$ cat config.mk
export PLATFORM = sky130hd
export DESIGN_NAME = ewrapper_link_txsched_flat
export DESIGN_NICKNAME = d
export VERILOG_FILES = /design/src/rtl/ewrapper_link_txsched_if.sv /design/src/rtl/ewrapper_link_txsched.sv /design/src/flat_wrapper.sv
export SDC_FILE = /design/constraint.sdc
export NUM_CORES = 1
export LEC_CHECK = 0
export BUFFER_PORTS_ARGS = -buffer_cell sky130_fd_sc_hd__buf_2
export CORE_AREA = 2 2 153 155
export CTS_BUF_LIST = sky130_fd_sc_hd__clkbuf_2
export DETAILED_ROUTE_END_ITERATION = 7
export DIE_AREA = 0 0 155 157
export HOLD_SLACK_MARGIN = 0.15
export PLACE_DENSITY = 0.57
export SYNTH_ARGS = -nofsm -noshare
export SYNTH_HDL_FRONTEND = slang
export SYNTH_SLANG_ARGS = --single-unit
$ cat constraint.sdc
create_clock -name CLK_DIV_IN -period 5.2 [get_ports CLK_DIV_IN]
set_input_delay 0.78 -clock CLK_DIV_IN [delete_from_list [all_inputs] [get_ports CLK_DIV_IN]]
set_output_delay 0.78 -clock CLK_DIV_IN [all_outputs]
set_load 0.05 [all_outputs]
$ cat src/rtl/ewrapper_link_txsched_if.sv
// ewrapper_link_txsched_if
// Request/grant bus and serializer-facing outputs of the eLink TX scheduler.
// The master modport is the requester side (transaction sources plus the
// far-end wait). The slave modport is the scheduler itself.
interface ewrapper_link_txsched_if #(
    parameter int N_REQ = 3
);
    logic [N_REQ-1:0]     REQ_VALID;
    logic [104*N_REQ-1:0] REQ_TRAN;
    logic [N_REQ-1:0]     REQ_READY;
    logic                 TX_WAIT;
    logic [71:0]          TX_DATA_OUT;
    logic                 TX_BUSY;

    modport master (
        output REQ_VALID,
        output REQ_TRAN,
        output TX_WAIT,
        input  REQ_READY,
        input  TX_DATA_OUT,
        input  TX_BUSY
    );

    modport slave (
        input  REQ_VALID,
        input  REQ_TRAN,
        input  TX_WAIT,
        output REQ_READY,
        output TX_DATA_OUT,
        output TX_BUSY
    );
endinterface

$ cat src/rtl/ewrapper_link_txsched.sv
// ewrapper_link_txsched
// eLink TX link-layer scheduler. Arbitrates N_REQ emesh sources and frames
// each 104-bit transaction into two 72-bit words (frame lane + 8 byte lanes)
// for the TX serializer, one word per slow clock.
// Build option: define ELINK_TX_FIXED_PRIO_EN for fixed priority
// (requester 0 highest, no pointer register); default is round robin.
module ewrapper_link_txsched #(
    parameter int N_REQ = 3
) (
    input  logic                          CLK_DIV_IN,
    input  logic                          IO_RESET,
    ewrapper_link_txsched_if.slave        bus
);

    localparam int PTR_W = $clog2(N_REQ);

    typedef enum logic [1:0] {
        ST_IDLE = 2'd0,
        ST_B0   = 2'd1,
        ST_B1   = 2'd2
    } state_t;

    state_t           state_q, state_d;
    logic [71:0]      data_q,  data_d;
    logic [39:0]      hold_q,  hold_d;
    logic             busy_q,  busy_d;

    logic             grant_window;
    logic             valid_found;
    logic             gnt_any;
    logic [PTR_W-1:0] gnt_idx;
    logic [N_REQ-1:0] gnt;
    logic [103:0]     sel_tran;

`ifndef ELINK_TX_FIXED_PRIO_EN
    logic [PTR_W-1:0] ptr_q, ptr_d;
    int               rr_cand;
`endif

    // Arbiter: pick one valid requester and raise its grant inside the window.
    // NOTE: every signal gets a default at the top of the block so no path
    // leaves it unassigned, which would otherwise infer a latch.
    always_comb begin
        grant_window = (state_q != ST_B0) && !bus.TX_WAIT && !IO_RESET;
        valid_found  = 1'b0;
        gnt_idx      = '0;
        gnt          = '0;
`ifdef ELINK_TX_FIXED_PRIO_EN
        // Lowest index wins.
        for (int i = 0; i < N_REQ; i++) begin
            if (!valid_found && bus.REQ_VALID[i]) begin
                valid_found = 1'b1;
                gnt_idx     = PTR_W'(i);
            end
        end
`else
        // Search starts at the pointer and wraps.
        rr_cand = 0;
        for (int k = 0; k < N_REQ; k++) begin
            rr_cand = int'(ptr_q) + k;
            if (rr_cand >= N_REQ) begin
                rr_cand = rr_cand - N_REQ;
            end
            if (!valid_found && bus.REQ_VALID[PTR_W'(rr_cand)]) begin
                valid_found = 1'b1;
                gnt_idx     = PTR_W'(rr_cand);
            end
        end
`endif
        gnt_any = grant_window && valid_found;
        if (gnt_any) begin
            gnt[gnt_idx] = 1'b1;
        end
    end

    // Select the granted transaction; only captured on the grant edge.
    always_comb begin
        sel_tran = '0;
        for (int i = 0; i < N_REQ; i++) begin
            if (gnt_idx == PTR_W'(i)) begin
                sel_tran = bus.REQ_TRAN[104*i +: 104];
            end
        end
    end

    // Framing FSM next-state and next output word.
    always_comb begin
        state_d = state_q;
        data_d  = data_q;
        hold_d  = hold_q;
`ifndef ELINK_TX_FIXED_PRIO_EN
        ptr_d   = ptr_q;
        if (gnt_any) begin
            ptr_d = (gnt_idx == PTR_W'(N_REQ - 1)) ? '0 : gnt_idx + PTR_W'(1);
        end
`endif
        case (state_q)
            ST_B0: begin
                // Second beat always follows, regardless of TX_WAIT.
                state_d = ST_B1;
                data_d  = {8'hFF, hold_q, 24'h000000};
            end
            ST_IDLE, ST_B1: begin
                if (gnt_any) begin
                    state_d = ST_B0;
                    data_d  = {8'hFF, sel_tran[103:40]};
                    hold_d  = sel_tran[39:0];
                end else begin
                    state_d = ST_IDLE;
                    data_d  = 72'h0;
                end
            end
            default: begin
                state_d = ST_IDLE;
                data_d  = 72'h0;
            end
        endcase
        busy_d = (state_d != ST_IDLE);
    end

    // State, output word and hold register, synchronous active-high reset.
    // NOTE: sequential state uses non-blocking assignments so every flop
    // samples its _d value from before the edge.
    always_ff @(posedge CLK_DIV_IN) begin
        if (IO_RESET) begin
            state_q <= ST_IDLE;
            data_q  <= 72'h0;
            hold_q  <= 40'h0;
            busy_q  <= 1'b0;
`ifndef ELINK_TX_FIXED_PRIO_EN
            ptr_q   <= '0;
`endif
        end else begin
            state_q <= state_d;
            data_q  <= data_d;
            hold_q  <= hold_d;
            busy_q  <= busy_d;
`ifndef ELINK_TX_FIXED_PRIO_EN
            ptr_q   <= ptr_d;
`endif
        end
    end

    assign bus.REQ_READY   = gnt;
    assign bus.TX_DATA_OUT = data_q;
    assign bus.TX_BUSY     = busy_q;

endmodule
$ cat src/flat_wrapper.sv
// flat-port wrapper written by rule: the top's interface ports become plain ports
module ewrapper_link_txsched_flat 
#(
    parameter int N_REQ = 3
)
  (CLK_DIV_IN, IO_RESET, bus_REQ_VALID, bus_REQ_TRAN, bus_TX_WAIT, bus_REQ_READY, bus_TX_DATA_OUT, bus_TX_BUSY);
  ewrapper_link_txsched_if #(.N_REQ(N_REQ)) bus_i ();
  input  logic CLK_DIV_IN;
  input  logic IO_RESET;
  input wire logic [$bits(bus_i.REQ_VALID)-1:0] bus_REQ_VALID;
  input wire logic [$bits(bus_i.REQ_TRAN)-1:0] bus_REQ_TRAN;
  input wire logic [$bits(bus_i.TX_WAIT)-1:0] bus_TX_WAIT;
  output wire logic [$bits(bus_i.REQ_READY)-1:0] bus_REQ_READY;
  output wire logic [$bits(bus_i.TX_DATA_OUT)-1:0] bus_TX_DATA_OUT;
  output wire logic [$bits(bus_i.TX_BUSY)-1:0] bus_TX_BUSY;
  assign bus_i.REQ_VALID = bus_REQ_VALID;
  assign bus_i.REQ_TRAN = bus_REQ_TRAN;
  assign bus_i.TX_WAIT = bus_TX_WAIT;
  assign bus_REQ_READY = bus_i.REQ_READY;
  assign bus_TX_DATA_OUT = bus_i.TX_DATA_OUT;
  assign bus_TX_BUSY = bus_i.TX_BUSY;
  ewrapper_link_txsched #(.N_REQ(N_REQ)) u_core (.CLK_DIV_IN(CLK_DIV_IN), .IO_RESET(IO_RESET), .bus(bus_i));
endmodule
==> run summary <==
vias in the first global route - 6872
reg2reg start - u_core.ptr_q[0]$_SDFFE_PP0N_
Clock power frac - 0.167
top post-synthesis cells by area - dfxtp_1, o21ai_0, nand2_1
final setup fails - 0
Placer Congestion - 0.854
Rel. slew slack - 0.230
Resized cells post-CTS - 0
total track usage - 0.204
final net count - 1378
MaxCap Viol Count - 0
H-tree Lvls - 3
Internal - 1.29 mW
Worst-Margin Slew - 1.15 ns
die width - 155 um
synth unique cells - 37
Crit. End Element - output port
Final Hold Vio Count - 0
Critical Setup Path Class - register to output port
largest net degree at the start of global routing - 60
top cell type's share of synthesized area - 0.371
crit path DAT - 3.47 ns
area leader, netlist - dfxtp_1
Post-CTS Hold Fix Bufs - 0
Switching Share - 0.427
Fin Hold WS - 0.341 ns
clock sinks - 109
Reg clk slew, reported paths - 0.33 ns
Initial DRC Count - 428
Warnings, synthesis - 0
most frequent cells in the layout - buf_2, o21ai_0, dfxtp_1
drt total wl - 25.9 mm
I/O Buffers - 393
hold wc startpoint - bus_REQ_TRAN[56]
met2 global-route usage - 0.338
Seq pwr share - 0.429
core box area - 22500 um2
post-route ant nets - 0
DR DRC count - 0
Mapped Cells - 726
Critical path origin - u_core.ptr_q[0]$_SDFFE_PP0N_
M1 GR Usage - 0.267
most common cell after layout, fill and taps aside - buf_2
antenna violations before repair - 4
die height - 157 um
first-pass GRT wire length - 38.5 mm
Syn Nets - 1048
I/O pins - 394
die area - 24300 um2
Routed WL per cell - 19.2 um
Max Slew Vio Count - 0
status - finished, final reports clean
Initial Util - 0.261
DP Wirelength - 18.6 mm
clock root cell - clkbuf_2
Peak VDD IR - 0.148 mV
pre-CTS setup slack - 1.56 ns
net switching power - 0.963 mW
Post-Syn Area - 5870 um2
Hold Crit Class - primary input to register
Vias/cell - 5.14
layout cells sized above 1 - 0.409
combinational share of power - 0.403
Rows - 55
Power Density - 281 nW/um2
CTS tree - built
drt pass-1 iters - 5
number of setup buffers added after CTS - 0
CP Max Fanout - 36
worst skew pair latency - 0.63 ns
Crit path required time - 4.42 ns
total number of vias - 6936
unrepaired setup endpoints after global routing - false
Peak Freq - 235 MHz
Worst Clk Skew - 0.0384 ns
grt total ovfl - 0
Post-Syn Area per Cell - 8.09 um2
met3 Resource Use GR - 0.0443
Seq cells post-synth - 109
Num CTS Buffers - 9
Max clock buf depth - 2
Setup WS post-layout - 0.947 ns
CP Launch Type - register
setup tns final - 0 ns
Tcrit/Tclk final - 0.818
Syn-to-layout area delta - 36.5%
Top Usage Layer GRT - met2
crit path time final - 4.25 ns
Lkg Pwr - 3.81 nW
register area share after synthesis - 0.371
-- synthesized netlist by cell type --
cell type and instances:
mux2i_1 15, ha_1 4, a21boi_1 1, buf_2 22, nor2_1 25, dfxtp_1 109, o211a_1 21, o21ai_2 1
buf_4 13, nand2_1 89, o22ai_2 1, a21oi_1 2, a211oi_2 1, nor3_1 20, nand3b_1 44, o31ai_4 1
nand2b_1 4, or2_0 1, o21ai_0 117, a211oi_1 21, o21ai_1 25, o311a_1 1, nand4b_1 12, o311ai_4 1
buf_6 3, o2111ai_1 1, a31oi_1 24, o21a_1 1, inv_2 1, o31ai_1 19, o311ai_1 13, or3_1 2
and3_1 28, a221oi_1 28, nor2b_1 1, inv_1 3, clkbuf_1 51
-- metal layers --
metal / share of wire / vias to the layer above
met2: 0.47 / 321
li1: - / 3354
met5: 0 / -
met4: 0.021 / 0
met1: 0.43 / 3223
met3: 0.071 / 38
-- critical path, cell delays in order, from the launching register on --
cell,delay [ns]
dfxtp_1,0.46
inv_1,0.08
ha_1,0.39
nand3b_1,0.14
nor2_2,0.88
o21ai_4,0.40
nor2_1,0.19
buf_2,0.28
-- logic make-up after synthesis --
family,Yosys count,synth area share
AO/OA/AOI/OAI,279,0.316
AND/OR/NAND/NOR,226,0.202
flip-flops,109,0.371
buffers and inverters,93,0.0762
multiplexers,15,0.0256
adder cells (fa/ha/maj),4,0.00852
-- power by group through the flow --
stage / Sequential, mW / Clock, mW / Combinational (mW)
finish: 0.969 / 0.377 / 0.911
CTS: 0.969 / 0.400 / 0.915
global route: 0.980 / 0.432 / 0.993
floorplan: 1.15 / 0 / 0.448
global placement: 0.982 / 0 / 0.908
detailed placement: 0.983 / 0 / 0.912
-- state kept, by name, indices dropped and copies added (netlist names) --
register	flops
u_core.hold_q	40
u_core.ptr_q	2
u_core.bus.TX_DATA_OUT	65
u_core.state_q	2
-- stage by stage --
step	total power [mW]	std cells	cell area, um2	util
6_report	2.26	1350	8020	0.356
5_1_grt	2.40	1348	8020	0.356
4_1_cts	2.28	1346	8010	0.356
3_5_place_dp	1.90	1330	7920	0.352
3_3_place_gp	1.89	1330	7920	0.352
2_1_floorplan	1.60	726	5870	-
-- worst paths after layout --
kind / endpoint / slack [ns] / cells past startpoint
setup reg to reg: u_core.hold_q[3]$_SDFFE_PP0P_ / 1.82 / 7
hold / removal: u_core.bus.TX_DATA_OUT[16]$_SDFF_PP0_ / 0.34 / 3
hold reg to reg: u_core.bus.TX_DATA_OUT[57]$_SDFF_PP0_ / 0.47 / 2
setup / recovery: bus_REQ_READY[2] / 0.95 / 7
-- final cells by class --
cell class	count	area (um2)
clock inverter	6	40.0
clock buffer	10	50.0
fill	2449	14500
timing repair buffer	408	2080
tap	285	357
antenna	4	10.0
inverter	4	15.0
sequential	109	2180
multi-input combinational	524	3290
Power figures use the tool's default switching activity.
